<file path="src/rtl/isa_pkg.sv">
// ISA constants shared between the decoder and the issue sequencer:
// op codes, write-back source encodings and the issue FSM state type.
package isa_pkg;
  localparam logic [6:0] OP_ADD  = 7'h01;
  localparam logic [6:0] OP_SUB  = 7'h02;
  localparam logic [6:0] OP_DIV  = 7'h03;
  localparam logic [6:0] OP_ADDI = 7'h04;
  localparam logic [6:0] OP_LW   = 7'h05;
  localparam logic [6:0] OP_SW   = 7'h06;

  localparam logic [1:0] WB_ALU = 2'd0;
  localparam logic [1:0] WB_DIV = 2'd1;
  localparam logic [1:0] WB_MEM = 2'd2;

  typedef enum logic {S_IDLE = 1'b0, S_WAIT_MEM = 1'b1} state_t;
endpackage

</file>
<file path="src/rtl/issue_scoreboard.sv">
// One-entry scoreboard for the outstanding divide: busy flag, destination
// register, and the hazard compare against the instruction being offered.
module issue_scoreboard #(
  parameter int REG_W = 5
) (
  input  logic             clk,
  input  logic             rst_n,
  input  logic             set_i,
  input  logic [REG_W-1:0] set_rd,
  input  logic             clr_i,
  input  logic             chk_div,
  input  logic             chk_mem,
  input  logic             chk_alu,
  input  logic [REG_W-1:0] rs1,
  input  logic [REG_W-1:0] rs2,
  input  logic [REG_W-1:0] rd,
  output logic             div_busy,
  output logic [REG_W-1:0] div_rd,
  output logic             hazard
);
  logic             busy_d, busy_q;
  logic [REG_W-1:0] rd_d, rd_q;
  logic             reg_hit;

  always_comb begin
    busy_d = busy_q;
    rd_d   = rd_q;
    if (clr_i) busy_d = 1'b0;
    if (set_i) begin
      busy_d = 1'b1;
      rd_d   = set_rd;
    end
  end

  always_ff @(posedge clk or negedge rst_n) begin
    if (!rst_n) begin
      busy_q <= 1'b0;
      rd_q   <= '0;
    end else begin
      busy_q <= busy_d;
      rd_q   <= rd_d;
    end
  end

  // x0 as a divide target never blocks ALU ops; the divider itself still does.
  assign reg_hit  = (rd_q != '0) && ((rd_q == rs1) || (rd_q == rs2) || (rd_q == rd));
  assign hazard   = busy_q && (chk_div || chk_mem || (chk_alu && reg_hit));
  assign div_busy = busy_q;
  assign div_rd   = rd_q;
endmodule

</file>
<file path="src/rtl/issue_ctrl.sv">
// In-order issue sequencer: single-cycle ALU issue, one outstanding divide,
// blocking memory ops with timeout, and the shared write-back port.
module issue_ctrl
  import isa_pkg::*;
#(
  parameter int OP_W    = 7,
  parameter int REG_W   = 5,
  parameter int MEM_TMO = 255,
  parameter int CNT_W   = 16
) (
  input  logic             clk,
  input  logic             rst_n,
  input  logic             in_valid,
  output logic             in_ready,
  input  logic [OP_W-1:0]  in_op,
  input  logic [REG_W-1:0] in_rd,
  input  logic [REG_W-1:0] in_rs1,
  input  logic [REG_W-1:0] in_rs2,
  output logic             ex_valid,
  output logic [OP_W-1:0]  ex_op,
  output logic             div_start,
  input  logic             div_done,
  output logic             mem_req,
  output logic             mem_we,
  input  logic             mem_ack,
  output logic             wb_en,
  output logic [REG_W-1:0] wb_rd,
  output logic [1:0]       wb_src,
  output logic             illegal,
  output logic             mem_err,
  output logic [CNT_W-1:0] stall_cnt
);
  localparam int TMR_W = $clog2(MEM_TMO + 1);

  logic is_alu, is_div, is_ld, is_st, is_mem;
  logic hazard, div_busy, accept, div_wb;
  logic [REG_W-1:0] div_rd;

  state_t           state_d, state_q;
  logic [TMR_W-1:0] timer_d, timer_q;
  logic             mem_req_d, mem_req_q, mem_we_d, mem_we_q, mem_err_d, mem_err_q;
  logic [REG_W-1:0] mem_rd_d, mem_rd_q;
  logic             ex_valid_d, ex_valid_q, div_start_d, div_start_q, illegal_d, illegal_q;
  logic [OP_W-1:0]  ex_op_d, ex_op_q;
  logic             wb_en_d, wb_en_q;
  logic [REG_W-1:0] wb_rd_d, wb_rd_q;
  logic [1:0]       wb_src_d, wb_src_q;
  logic [CNT_W-1:0] stall_d, stall_q;

  assign is_alu = (in_op == OP_W'(OP_ADD)) || (in_op == OP_W'(OP_SUB)) ||
                  (in_op == OP_W'(OP_ADDI));
  assign is_div = (in_op == OP_W'(OP_DIV));
  assign is_ld  = (in_op == OP_W'(OP_LW));
  assign is_st  = (in_op == OP_W'(OP_SW));
  assign is_mem = is_ld || is_st;

  issue_scoreboard #(.REG_W(REG_W)) u_sb (
    .clk      (clk),
    .rst_n    (rst_n),
    .set_i    (accept && is_div),
    .set_rd   (in_rd),
    .clr_i    (div_done),
    .chk_div  (is_div),
    .chk_mem  (is_mem),
    .chk_alu  (is_alu),
    .rs1      (in_rs1),
    .rs2      (in_rs2),
    .rd       (in_rd),
    .div_busy (div_busy),
    .div_rd   (div_rd),
    .hazard   (hazard)
  );

  // Blocking intake during div_done keeps the divide result alone on write-back.
  assign in_ready = rst_n && (state_q == S_IDLE) && !div_done && !hazard;
  assign accept   = in_valid && in_ready;
  assign div_wb   = div_done && div_busy;

  always_comb begin
    state_d     = state_q;
    timer_d     = timer_q;
    mem_req_d   = mem_req_q;
    mem_we_d    = mem_we_q;
    mem_rd_d    = mem_rd_q;
    mem_err_d   = 1'b0;
    ex_valid_d  = 1'b0;
    ex_op_d     = ex_op_q;
    div_start_d = 1'b0;
    illegal_d   = 1'b0;
    wb_en_d     = 1'b0;
    wb_rd_d     = '0;
    wb_src_d    = WB_ALU;
    stall_d     = stall_q;

    if (in_valid && !in_ready && (stall_q != '1)) stall_d = stall_q + CNT_W'(1);

    case (state_q)
      S_IDLE: begin
        if (accept) begin
          if (is_alu) begin
            ex_valid_d = 1'b1;
            ex_op_d    = in_op;
            if (in_rd != '0) begin
              wb_en_d  = 1'b1;
              wb_rd_d  = in_rd;
              wb_src_d = WB_ALU;
            end
          end else if (is_div) begin
            div_start_d = 1'b1;
          end else if (is_mem) begin
            state_d   = S_WAIT_MEM;
            mem_req_d = 1'b1;
            mem_we_d  = is_st;
            mem_rd_d  = in_rd;
            timer_d   = '0;
          end else begin
            illegal_d = 1'b1;
          end
        end
      end
      S_WAIT_MEM: begin
        // Ack is checked first so a same-cycle ack beats the timeout.
        if (mem_ack) begin
          state_d   = S_IDLE;
          mem_req_d = 1'b0;
          timer_d   = '0;
          if (!mem_we_q && (mem_rd_q != '0)) begin
            wb_en_d  = 1'b1;
            wb_rd_d  = mem_rd_q;
            wb_src_d = WB_MEM;
          end
        end else if (timer_q == TMR_W'(MEM_TMO - 1)) begin
          state_d   = S_IDLE;
          mem_req_d = 1'b0;
          mem_err_d = 1'b1;
          timer_d   = '0;
        end else begin
          timer_d = timer_q + TMR_W'(1);
        end
      end
      default: state_d = S_IDLE;
    endcase

    if (div_wb && (div_rd != '0)) begin
      wb_en_d  = 1'b1;
      wb_rd_d  = div_rd;
      wb_src_d = WB_DIV;
    end
  end

  always_ff @(posedge clk or negedge rst_n) begin
    if (!rst_n) begin
      state_q     <= S_IDLE;
      timer_q     <= '0;
      mem_req_q   <= 1'b0;
      mem_we_q    <= 1'b0;
      mem_rd_q    <= '0;
      mem_err_q   <= 1'b0;
      ex_valid_q  <= 1'b0;
      ex_op_q     <= '0;
      div_start_q <= 1'b0;
      illegal_q   <= 1'b0;
      wb_en_q     <= 1'b0;
      wb_rd_q     <= '0;
      wb_src_q    <= WB_ALU;
      stall_q     <= '0;
    end else begin
      state_q     <= state_d;
      timer_q     <= timer_d;
      mem_req_q   <= mem_req_d;
      mem_we_q    <= mem_we_d;
      mem_rd_q    <= mem_rd_d;
      mem_err_q   <= mem_err_d;
      ex_valid_q  <= ex_valid_d;
      ex_op_q     <= ex_op_d;
      div_start_q <= div_start_d;
      illegal_q   <= illegal_d;
      wb_en_q     <= wb_en_d;
      wb_rd_q     <= wb_rd_d;
      wb_src_q    <= wb_src_d;
      stall_q     <= stall_d;
    end
  end

  assign ex_valid  = ex_valid_q;
  assign ex_op     = ex_op_q;
  assign div_start = div_start_q;
  assign mem_req   = mem_req_q;
  assign mem_we    = mem_we_q;
  assign mem_err   = mem_err_q;
  assign illegal   = illegal_q;
  assign wb_en     = wb_en_q;
  assign wb_rd     = wb_rd_q;
  assign wb_src    = wb_src_q;
  assign stall_cnt = stall_q;
endmodule

</file>
<file path="config.mk">
export PLATFORM = sky130hd
export DESIGN_NAME = issue_ctrl
export DESIGN_NICKNAME = d
export VERILOG_FILES = /design/src/rtl/isa_pkg.sv /design/src/rtl/issue_scoreboard.sv /design/src/rtl/issue_ctrl.sv
export SDC_FILE = /design/constraint.sdc
export NUM_CORES = 1
export LEC_CHECK = 0
export ABC_CLOCK_PERIOD_IN_PS = 2550
export BUFFER_PORTS_ARGS = -buffer_cell sky130_fd_sc_hd__buf_4
export CAP_MARGIN = 10
export CORE_MARGIN = 2
export CORE_UTILIZATION = 40
export CTS_CLUSTER_DIAMETER = 100
export DETAILED_ROUTE_END_ITERATION = 10
export PLACE_DENSITY = 0.72
export SLEW_MARGIN = 30
export SYNTH_ARGS = -nofsm -noshare
export SYNTH_HDL_FRONTEND = slang
export SYNTH_SLANG_ARGS = --single-unit
</file>
<file path="constraint.sdc">
create_clock -name clk -period 2.55 [get_ports clk]
set_input_delay 0.51 -clock clk [delete_from_list [all_inputs] [get_ports clk]]
set_output_delay 0.51 -clock clk [all_outputs]
set_load 0.005 [all_outputs]
</file>
==> impl_metrics.tcl, run 1 <==
set metrics [dict create \
    status "finished clean" \
    grt_pass1_vias 2274 \
    antenna_found_initial 0 \
    synth_fa_ha_area_share_pct 1.28 \
    boundaryPins 65 \
    min_period_over_period_pct 99.9 \
    synthMuxAreaShare_pct 6.40 \
    die_area_um2 8030 \
    critPathCaptureType "output pin" \
    grt-ovfl-total 0 \
    rrSetupSlack_ns 0.03 \
    layout_setup_ws_ns 0.00148 \
    rsz0062_at_grt "true" \
    power.density_nw_per_um2 622 \
    postRouteAntennaNets 0 \
    drive_gt1_share_pct 35.8 \
    synth.distinct_cells 45 \
    antenna_cells 0 \
    final_util_pct 54.6 \
    setup_viol 0 \
    grt_max_degree 59 \
    max_freq_mhz 392 \
    io_buffers 64 \
    hold_slack_ns 0.326 \
    grt_pass1_wl_um 10400 \
    hold_viol 0 \
    coreArea_um2 7180 \
    cts_tree "done" \
    ys_ff_latch 57 \
    clock_path_buffers 2 \
    synthXorXnorAreaFrac_pct 9.26 \
    post-place-ws_ns -0.357 \
    synth_nets 322 \
    rr_endpoint "u_sb.div_rd[3]$_DFFE_PN0P_" \
    design_area_um2 3920 \
    drt_iter0_drc 109 \
    die_x_um 89.6 \
    grt_use_total_pct 16.8 \
    multiInputGateArea_um2 1430 \
    maxCapViolations 0 \
    clk_pin_slew_worst_paths_ns 0.07 \
    min_period_ns 2.55 \
    clkPwrFrac_pct 34.2 \
    pwr-share-comb_pct 18.8 \
    fillers 669 \
    final_cell_count_no_fill 485 \
    syn2layout_area_growth_pct 33.6 \
    start_kind "register" \
    fin_nets 412 \
    synth_compound_area_share_pct 9.22 \
    critPathRequiredTime_ns 2.04 \
    fin_skew_ns 0.0115 \
    synth-simple-area-share_pct 21.6 \
    ys_warn_count 0 \
    cellLeakagePower_nw 1.96 \
    tightest_slew_ns 0.699 \
    die_h_um 89.6 \
    worstRegToRegCells 6 \
    irDropWorstVdd_v 0.000257 \
    seq_power_share_pct 47.1 \
    totalNegativeSetupSlack_ns 0 \
    post_synth.cell_area_avg_um2 10.0 \
    synth_area_um2 2930 \
    vias_per_cell 5.06 \
    initial_utilization_pct 40.9 \
    max_slew_margin_pct 53.4 \
    report.final.slew_viol_count 0 \
    insertion_delay_ns 0.33 \
    synth_edf_count 0 \
    drc 0 \
    wire_per_inst_um 13.4 \
    gp_congestion 0.827 \
    rows 31 \
    cts_buffers 9 \
    synth_top_family_by_area "simple AND/OR/NAND/NOR gates" \
    cts_num_sinks 57 \
    r2r_start "u_sb.div_rd[4]$_DFFE_PN0P_" \
    worstHoldPathType "input pin to async pin" \
    via_count 2453 \
    place_area_um2 3660 \
    worstSetupPathType "register to output pin" \
    root_buffer "clkbuf_8" \
    hpwl_um 4640 \
    h-tree-depth 3 \
    wl_um 6500 \
    sw_frac_of_total_pct 27.6 \
    ys_seq_area_share_pct 48.7 \
    critPathMaxFanout 5 \
    async_flop_share_pct 100 \
    hold_buffers 0 \
    p_int_mw 1.76 \
    seqCellArea_um2 1430 \
    synthFlopType "dfrtp_1" \
    drtPass1Iterations 4 \
    syn_inst 292 \
    dp.cells 466 \
    cp_data_arrival_time_ns 2.04 \
    p_sw_uw 674 \
    total_power_mw 2.44 \
]
cell type report:
class,count,share of cell area (%)
flip-flops and latches,57,36.4
inverters,8,0.767
clock buffers,12,3.96
repair buffers,94,18.2
clock inverters,3,1.02
multi-input cells,212,36.5
well taps,99,3.16
repair_timing:
item,in CTS,in global routing
buffers inserted,2,2
gates resized for setup,7,2
endpoints found under the setup margin,19,14
endpoints found under the hold margin,0,0
pin swaps,2,4
cells in the final DEF (no fill, tap or decap), types with 3 or more instances in the layout:
cell and instances:
clkbuf_8 11, o21ai_0 8, dfrtp_1 57, mux2_2 10, nand4_1 5, nand2b_1 9, inv_1 8, nor2_1 25
xnor2_1 17, a31o_2 5, or4_4 3, a21oi_1 4, and3_1 4, o311ai_0 3, nor2b_1 5, nand3_1 21
buf_4 92, mux2_4 5, xor2_1 14, nand2_1 30, or3_1 4, nor3_1 6, ha_1 3
kinds of logic after synthesis:
| kind of cell | after synthesis |
|---|---|
| AOI/OAI and AO/OA | 37 |
| xor gates and xnor gates | 31 |
| adders and majority gates | 3 |
| buffers and inverters | 23 |
| DFF | 57 |
| muxes | 15 |
| and+or+nand+nor | 126 |
power groups by stage:
stage | clock network, mW | logic [mW] | registers (mW)
after global routing | 0.892 | 0.513 | 1.17
after CTS | 0.857 | 0.461 | 1.15
after global placement | 0 | 0.447 | 1.16
final | 0.833 | 0.458 | 1.15
after floorplan | 0 | 0.228 | 1.14
after detailed placement | 0 | 0.456 | 1.16
sequential cells by signal, summed over array words and instances, names as in the netlist, 2 cells and up:
register / count
ex_op: 7
stall_cnt: 16
timer_q: 8
mem_rd_q: 5
u_sb.div_rd: 5
wb_src: 2
wb_rd: 5
worst max path at each step:
stage,startpoint,endpoint,depth (start not counted)
4_1_cts,u_sb.div_rd[3]$_DFFE_PN0P_,in_ready,6
3_5_place_dp,in_op[3],mem_rd_q[2]$_DFFE_PN0P_,5
3_3_place_gp,in_op[3],ex_op[1]$_DFFE_PN0P_,5
2_1_floorplan,u_sb.div_rd[1]$_DFFE_PN0P_,u_sb.div_rd[0]$_DFFE_PN0P_,7
6_report,u_sb.div_rd[4]$_DFFE_PN0P_,in_ready,6
5_1_grt,u_sb.div_rd[4]$_DFFE_PN0P_,in_ready,6
synthesized netlist by cell type, types with 2 or more instances:
| cell | count | area share [%] |
|---|---|---|
| nand2_1 | 30 | 3.8 |
| nor4b_1 | 2 | 0.60 |
| or3_1 | 4 | 0.85 |
| clkbuf_1 | 10 | 1.3 |
| o22ai_1 | 2 | 0.43 |
| nor2_1 | 27 | 3.5 |
| or4_1 | 2 | 0.51 |
| nor3_1 | 8 | 1.4 |
| ha_1 | 3 | 1.3 |
| nand2b_1 | 9 | 1.9 |
| o211ai_1 | 2 | 0.51 |
| or2_2 | 2 | 0.43 |
| buf_6 | 2 | 0.77 |
| a21o_1 | 2 | 0.51 |
| or4_4 | 2 | 0.77 |
| mux2_4 | 5 | 2.6 |
| nand3_1 | 21 | 3.6 |
| o311ai_0 | 3 | 0.90 |
| xnor2_1 | 17 | 5.1 |
| a31o_2 | 5 | 1.5 |
| o21ai_0 | 9 | 1.5 |
| dfrtp_1 | 57 | 49 |
| nor2b_1 | 5 | 1.1 |
| nand4_1 | 5 | 1.1 |
| inv_1 | 8 | 1.0 |
| and3_1 | 4 | 0.85 |
| buf_2 | 3 | 0.51 |
| xor2_1 | 14 | 4.2 |
| a21oi_1 | 4 | 0.68 |
| mux2_2 | 10 | 3.8 |
layer usage:
metal  track usage (%)  wire length (um)  vias up
li1                  -                 -     1189
met5                 0                 0        -
met4              5.43               109        0
met3              4.57               204       11
met2              28.0              3340       54
met1              21.4              2850     1199
critical path: stages (launching register included):
cell     delay (ns)
dfrtp_1        0.39
or4_4          0.54
o311a_1        0.33
o21a_4         0.13
buf_6          0.13
nor2_4         0.09
buf_6          0.10
Note: power is estimated with default switching activity, not from simulation.
==> inputs of run 2 (changes only) <==
--- a/config.mk
+++ b/config.mk
@@ -12,4 +12,5 @@
 export CORE_UTILIZATION = 40
 export CTS_CLUSTER_DIAMETER = 100
+export CTS_CLUSTER_SIZE = 25
 export DETAILED_ROUTE_END_ITERATION = 10
 export PLACE_DENSITY = 0.72
==> constraint.sdc (replaced) <==
create_clock -name clk -period 2.55 [get_ports clk]
set_input_delay 0.51 -clock clk [delete_from_list [all_inputs] [get_ports clk]]
set_output_delay 0.51 -clock clk [all_outputs]
set_load 0.05 [all_outputs]
==> run 2 against run 1 <==
Compared with the run above: the flow now finishes with violations (setup timing); global-route usage is 0.91 points higher; non-clock buffer count is 2 lower; clock power rose by 1%; via count up 0.94%; cell count down 0.21%; hold slack improved by 0.037 ns; sequential power about the same; register-to-register slack lost 0.04 ns; count of clock-buffer cells in the layout fell by 1; critical path depth stayed put; clock skew down 0.0027 ns; largest cell class is now flip-flops and latches.
==> impl_metrics.tcl, run 2 (synthesized netlist as in run 1, its figures left out) <==
set metrics [dict create \
    status "finished, violations left" \
    violations "setup timing" \
    layout_common_cells "buf_4 (90), dfrtp_1 (57), nand2_1 (30)" \
    h-tree-depth 3 \
    rsz0062_at_grt "true" \
    syn2layout_area_growth_pct 33.0 \
    drc 0 \
    fin_skew_ns 0.00883 \
    gp_congestion 0.822 \
    cts_num_sinks 57 \
    via_count 2476 \
    grt-ovfl-total 0 \
    min_period_ns 2.56 \
    cts_tree "done" \
    insertion_delay_ns 0.34 \
    totalNegativeSetupSlack_ns -0.0332 \
    die_x_um 89.6 \
    initial_utilization_pct 40.9 \
    fillers 649 \
    irDropWorstVdd_v 0.000279 \
    crit_path_frequent_cell "or4_4" \
    coreArea_um2 7180 \
    post-place-ws_ns -0.323 \
    cp_data_arrival_time_ns 2.78 \
    critPathMaxFanout 6 \
    power.density_nw_per_um2 693 \
    die_h_um 89.6 \
    worstHoldPathType "input pin to async pin" \
    maxCapViolations 0 \
    vias_per_cell 5.12 \
    drt_iter0_drc 119 \
    rows 31 \
    tightest_slew_ns 0.710 \
    final_common_cell "buf_4" \
    min_period_over_period_pct 101 \
    hold_viol 0 \
    drtPass1Iterations 4 \
    clk_pin_slew_worst_paths_ns 0.07 \
    hpwl_um 4940 \
    largest_register_ff_count 16 \
    wire_per_inst_um 14.2 \
    cellLeakagePower_nw 1.94 \
    grt_use_total_pct 17.8 \
    postRouteAntennaNets 0 \
    max_slew_margin_pct 52.7 \
    start_kind "register" \
    wl_um 6860 \
    fin_nets 410 \
    max_freq_mhz 390 \
    critPathCaptureType "register" \
    max_stage_delay_ns 0.60 \
    crit_slowest_cell "or4_4" \
    antenna_found_initial 0 \
    layout_setup_ws_ns -0.0130 \
    crit_buf_inv 1 \
    cts_buffers 9 \
    grt_max_degree 58 \
    die_area_um2 8030 \
    setup_viol 5 \
    grt_pass1_vias 2368 \
    crit_path_cell_trace "or4_4 > o311a_1 > o21a_4 > buf_6 > or4_4 > mux2_4" \
    root_buffer "clkbuf_8" \
    critPathRequiredTime_ns 2.76 \
    io_buffers 64 \
    drive_gt1_share_pct 35.6 \
    report.final.slew_viol_count 0 \
    crit_family "simple AND/OR/NAND/NOR gates" \
    boundaryPins 65 \
    antenna_cells 0 \
    worstSetupPathType "register to register" \
    clock_path_buffers 2 \
    grt_pass1_wl_um 10800 \
]
-- run 2: cell count changes in the layout (fill, tap and decap cells not counted) --
cell        before  now
nor3_2           2    0
clkbuf_8        11   10
nor2_4           2    0
nor3_4           0    1
o21ai_2          0    1
o21ai_1          1    0
clkinvlp_4       0    2
nor3_1           6    7
buf_4           92   90
nor2_2           0    2
-- run 2: per-stage QoR --
step / util (%) / instances / power [mW] / hold WS [ns] / cell area (um2)
detailed placement: 51.0 / 466 / 1.87 / 0.489 / 3660
finish: 54.3 / 484 / 2.70 / 0.363 / 3900
floorplan: - / 292 / 1.61 / 0.214 / 2930
CTS: 54.0 / 483 / 2.72 / 0.386 / 3880
global route: 54.3 / 484 / 2.85 / 0.437 / 3900
global placement: 51.0 / 466 / 1.86 / 0.481 / 3660
-- run 2: layout make-up --
cell class	instances	area, um2	area share (%)
clock buffers	11	141	3.63
clock inverters	5	55.1	1.41
inverters	8	30.0	0.770
multi-input cells	212	1420	36.5
flip-flops and latches	57	1430	36.6
well taps	99	124	3.18
repair buffers	92	698	17.9
-- run 2: per-layer routing --
| layer | part of all wire [%] | global-route usage, % | routed length, um | vias to the layer above |
|---|---|---|---|---|
| met1 | 42 | 22.3 | 2890 | 1203 |
| met2 | 51 | 28.8 | 3500 | 69 |
| met3 | 4.6 | 4.20 | 317 | 12 |
| met5 | 0 | 0 | 0 | - |
| met4 | 2.2 | 8.55 | 150 | 0 |
| li1 | - | - | - | 1192 |
-- run 2: power breakdown --
part	leakage [nW]	internal (mW)	total [mW]	switching [mW]
sequential	0.742	1.01	1.15	0.136
combinational	1.10	0.263	0.712	0.449
clock	0.0953	0.474	0.842	0.368
-- run 2: path summary, 6_finish.rpt --
kind / start / end / slack, ns / cells past startpoint
max in group asynchronous: rst_n / illegal$_DFF_PN0_ / 1.72 / 2
setup reg to reg: u_sb.div_rd[4]$_DFFE_PN0P_ / u_sb.div_rd[1]$_DFFE_PN0P_ / -0.01 / 6
hold reg to reg: stall_cnt[11]$_DFFE_PN0P_ / stall_cnt[11]$_DFFE_PN0P_ / 0.50 / 1
min in group clk: in_rd[4] / mem_rd_q[4]$_DFFE_PN0P_ / 0.46 / 2
hold / removal: rst_n / stall_cnt[5]$_DFFE_PN0P_ / 0.36 / 2
setup / recovery: u_sb.div_rd[4]$_DFFE_PN0P_ / u_sb.div_rd[1]$_DFFE_PN0P_ / -0.01 / 6
-- run 2: timing repair --
action / in CTS / in global routing
endpoints found under the setup margin: 11 / 23
hold buffers: 0 / 0
setup buffers: 1 / 1
resized for setup: 5 / 3
pin swaps: 2 / 3
==> inputs of run 3 (changes only) <==
Settings changed: ABC_CLOCK_PERIOD_IN_PS 2550 to 2300, SKIP_LAST_GASP set to 1.
Clock period 2.55 ns to 2.3 ns, I/O delays scaled along.
==> run 3 against run 2 <==
Compared with the run above: the run still ends with setup timing left; utilization is 3.1 points higher; critical path depth is 1 lower; clock power is 20% higher; count of clock-buffer cells in the layout is 1 lower; global-route usage is 1.1 points higher; design area is 5.7% higher; hold slack better by 0.044 ns; power is 15% higher.
==> impl_metrics.tcl, run 3 (synthesized netlist as in run 1, its figures left out) <==
set metrics [dict create \
    boundaryPins 65 \
    rsz0062_at_grt "true" \
    topRoutingLayerUsed "met4" \
    critPathMaxFanout 2 \
    grt-ovfl-total 0 \
    clock_path_buffers 2 \
    irDropWorstVdd_v 0.000304 \
    via_count 2516 \
    cellLeakagePower_nw 2.04 \
    io_buffers 64 \
    power.density_nw_per_um2 753 \
    wl_met2_um 3540 \
    wl_um 7200 \
    rows 31 \
    grt_pass1_wl_um 11500 \
    vias_per_cell 5.10 \
    critPathRequiredTime_ns 1.84 \
    die_area_um2 8030 \
    root_buffer "clkbuf_8" \
    worstHoldPathType "input pin to async pin" \
    largest_register_ff_count 16 \
    insertion_delay_ns 0.33 \
    tightest_slew_ns 0.717 \
    gp_congestion 0.819 \
    h-tree-depth 3 \
    fin_skew_ns 0.00664 \
    drt_iter0_drc 146 \
    maxCapViolations 0 \
    wl_met3_um 316 \
    design_area_um2 4120 \
    crit_buf_inv 1 \
    place_area_um2 3690 \
    fin_nets 419 \
    die_h_um 89.6 \
    drc 0 \
    antenna_cells 0 \
    final_common_cell "buf_4" \
    grt_pass1_vias 2444 \
    min_period_ns 2.44 \
    cts_buffers 9 \
    status "finished, violations left" \
    violations "setup timing" \
    max_freq_mhz 410 \
    min_period_over_period_pct 106 \
    die_x_um 89.6 \
    cts_num_sinks 57 \
    report.final.slew_viol_count 0 \
    crit_slowest_cell "or4_4" \
    total_power_mw 3.10 \
    drtPass1Iterations 5 \
    hpwl_um 4790 \
    coreArea_um2 7180 \
    initial_utilization_pct 40.9 \
    layout_setup_ws_ns -0.141 \
    max_stage_delay_ns 0.55 \
    postRouteAntennaNets 0 \
    grt_use_total_pct 18.8 \
    final_util_pct 57.4 \
    grt_max_degree 58 \
    syn2layout_area_growth_pct 40.5 \
    clk_pin_slew_worst_paths_ns 0.07 \
    start_kind "register" \
    max_slew_margin_pct 52.2 \
    cts_tree "done" \
    cp_data_arrival_time_ns 1.98 \
    crit_path_cell_trace "or4_4 > o311a_4 > o21a_4 > nor2_2 > buf_6" \
    critPathCaptureType "output pin" \
    hold_viol 0 \
    antenna_found_initial 0 \
    setup_viol 25 \
    wire_per_inst_um 14.6 \
    layout_common_cells "buf_4 (93), dfrtp_1 (57), nand2_1 (30)" \
    worstSetupPathType "register to output pin" \
    met1Wirelength_um 3180 \
    post-place-ws_ns -0.473 \
    drive_gt1_share_pct 39.6 \
    crit_family "simple AND/OR/NAND/NOR gates" \
]
-- run 3: worst paths after layout --
check,start,end,slack [ns],cells past startpoint
max,u_sb.div_rd[2]$_DFFE_PN0P_,in_ready,-0.14,5
min,rst_n,illegal$_DFF_PN0_,0.41,3
max reg2reg,u_sb.div_rd[2]$_DFFE_PN0P_,u_sb.div_rd[0]$_DFFE_PN0P_,-0.14,6
min reg2reg,mem_req$_DFFE_PN0P_,mem_req$_DFFE_PN0P_,0.49,1
max in group asynchronous,rst_n,stall_cnt[11]$_DFFE_PN0P_,1.42,3
min in group clk,in_rd[4],u_sb.div_rd[4]$_DFFE_PN0P_,0.42,2
-- run 3: per-layer routing --
metal,GRT usage [%],vias to the layer above
met3,3.56,15
met5,0,-
met2,29.3,70
li1,-,1206
met1,25.5,1225
met4,8.82,0
-- run 3: worst min-delay path, cell delays in order --
cell and delay, ns:
buf_4 0.10, buf_4 0.10, buf_4 0.57
-- run 3: final cells by class --
type,instances,area [um2]
clock buffer,10,128
clock inverter,6,82.6
fill,616,3060
inverter,8,30.0
multi-input combinational,212,1520
sequential,57,1430
tap,99,124
timing repair buffer,101,811
-- run 3: power breakdown --
group / total (mW) / switching [mW] / internal, mW
clock network: 1.01 / 0.405 / 0.604
logic: 0.819 / 0.513 / 0.306
registers: 1.27 / 0.153 / 1.12
total: 3.10 / 1.07 / 2.03
-- run 3: stage by stage --
step | setup TNS (ns) | hold WS, ns | instances
6_report | -1.58 | 0.407 | 493
5_1_grt | -2.95 | 0.423 | 493
4_1_cts | -1.07 | 0.409 | 491
3_5_place_dp | -12.89 | 0.472 | 469
3_3_place_gp | -12.38 | 0.476 | 469
2_1_floorplan | -0.810 | 0.164 | 292
-- run 3: repair_timing --
item                                    in CTS  in global routing
hold buffers                                 0                  0
gates resized for setup                      9                 21
cloned                                       0                  1
endpoints found under the setup margin      22                 34
buffers inserted                             6                  2
pin swaps                                    3                  5
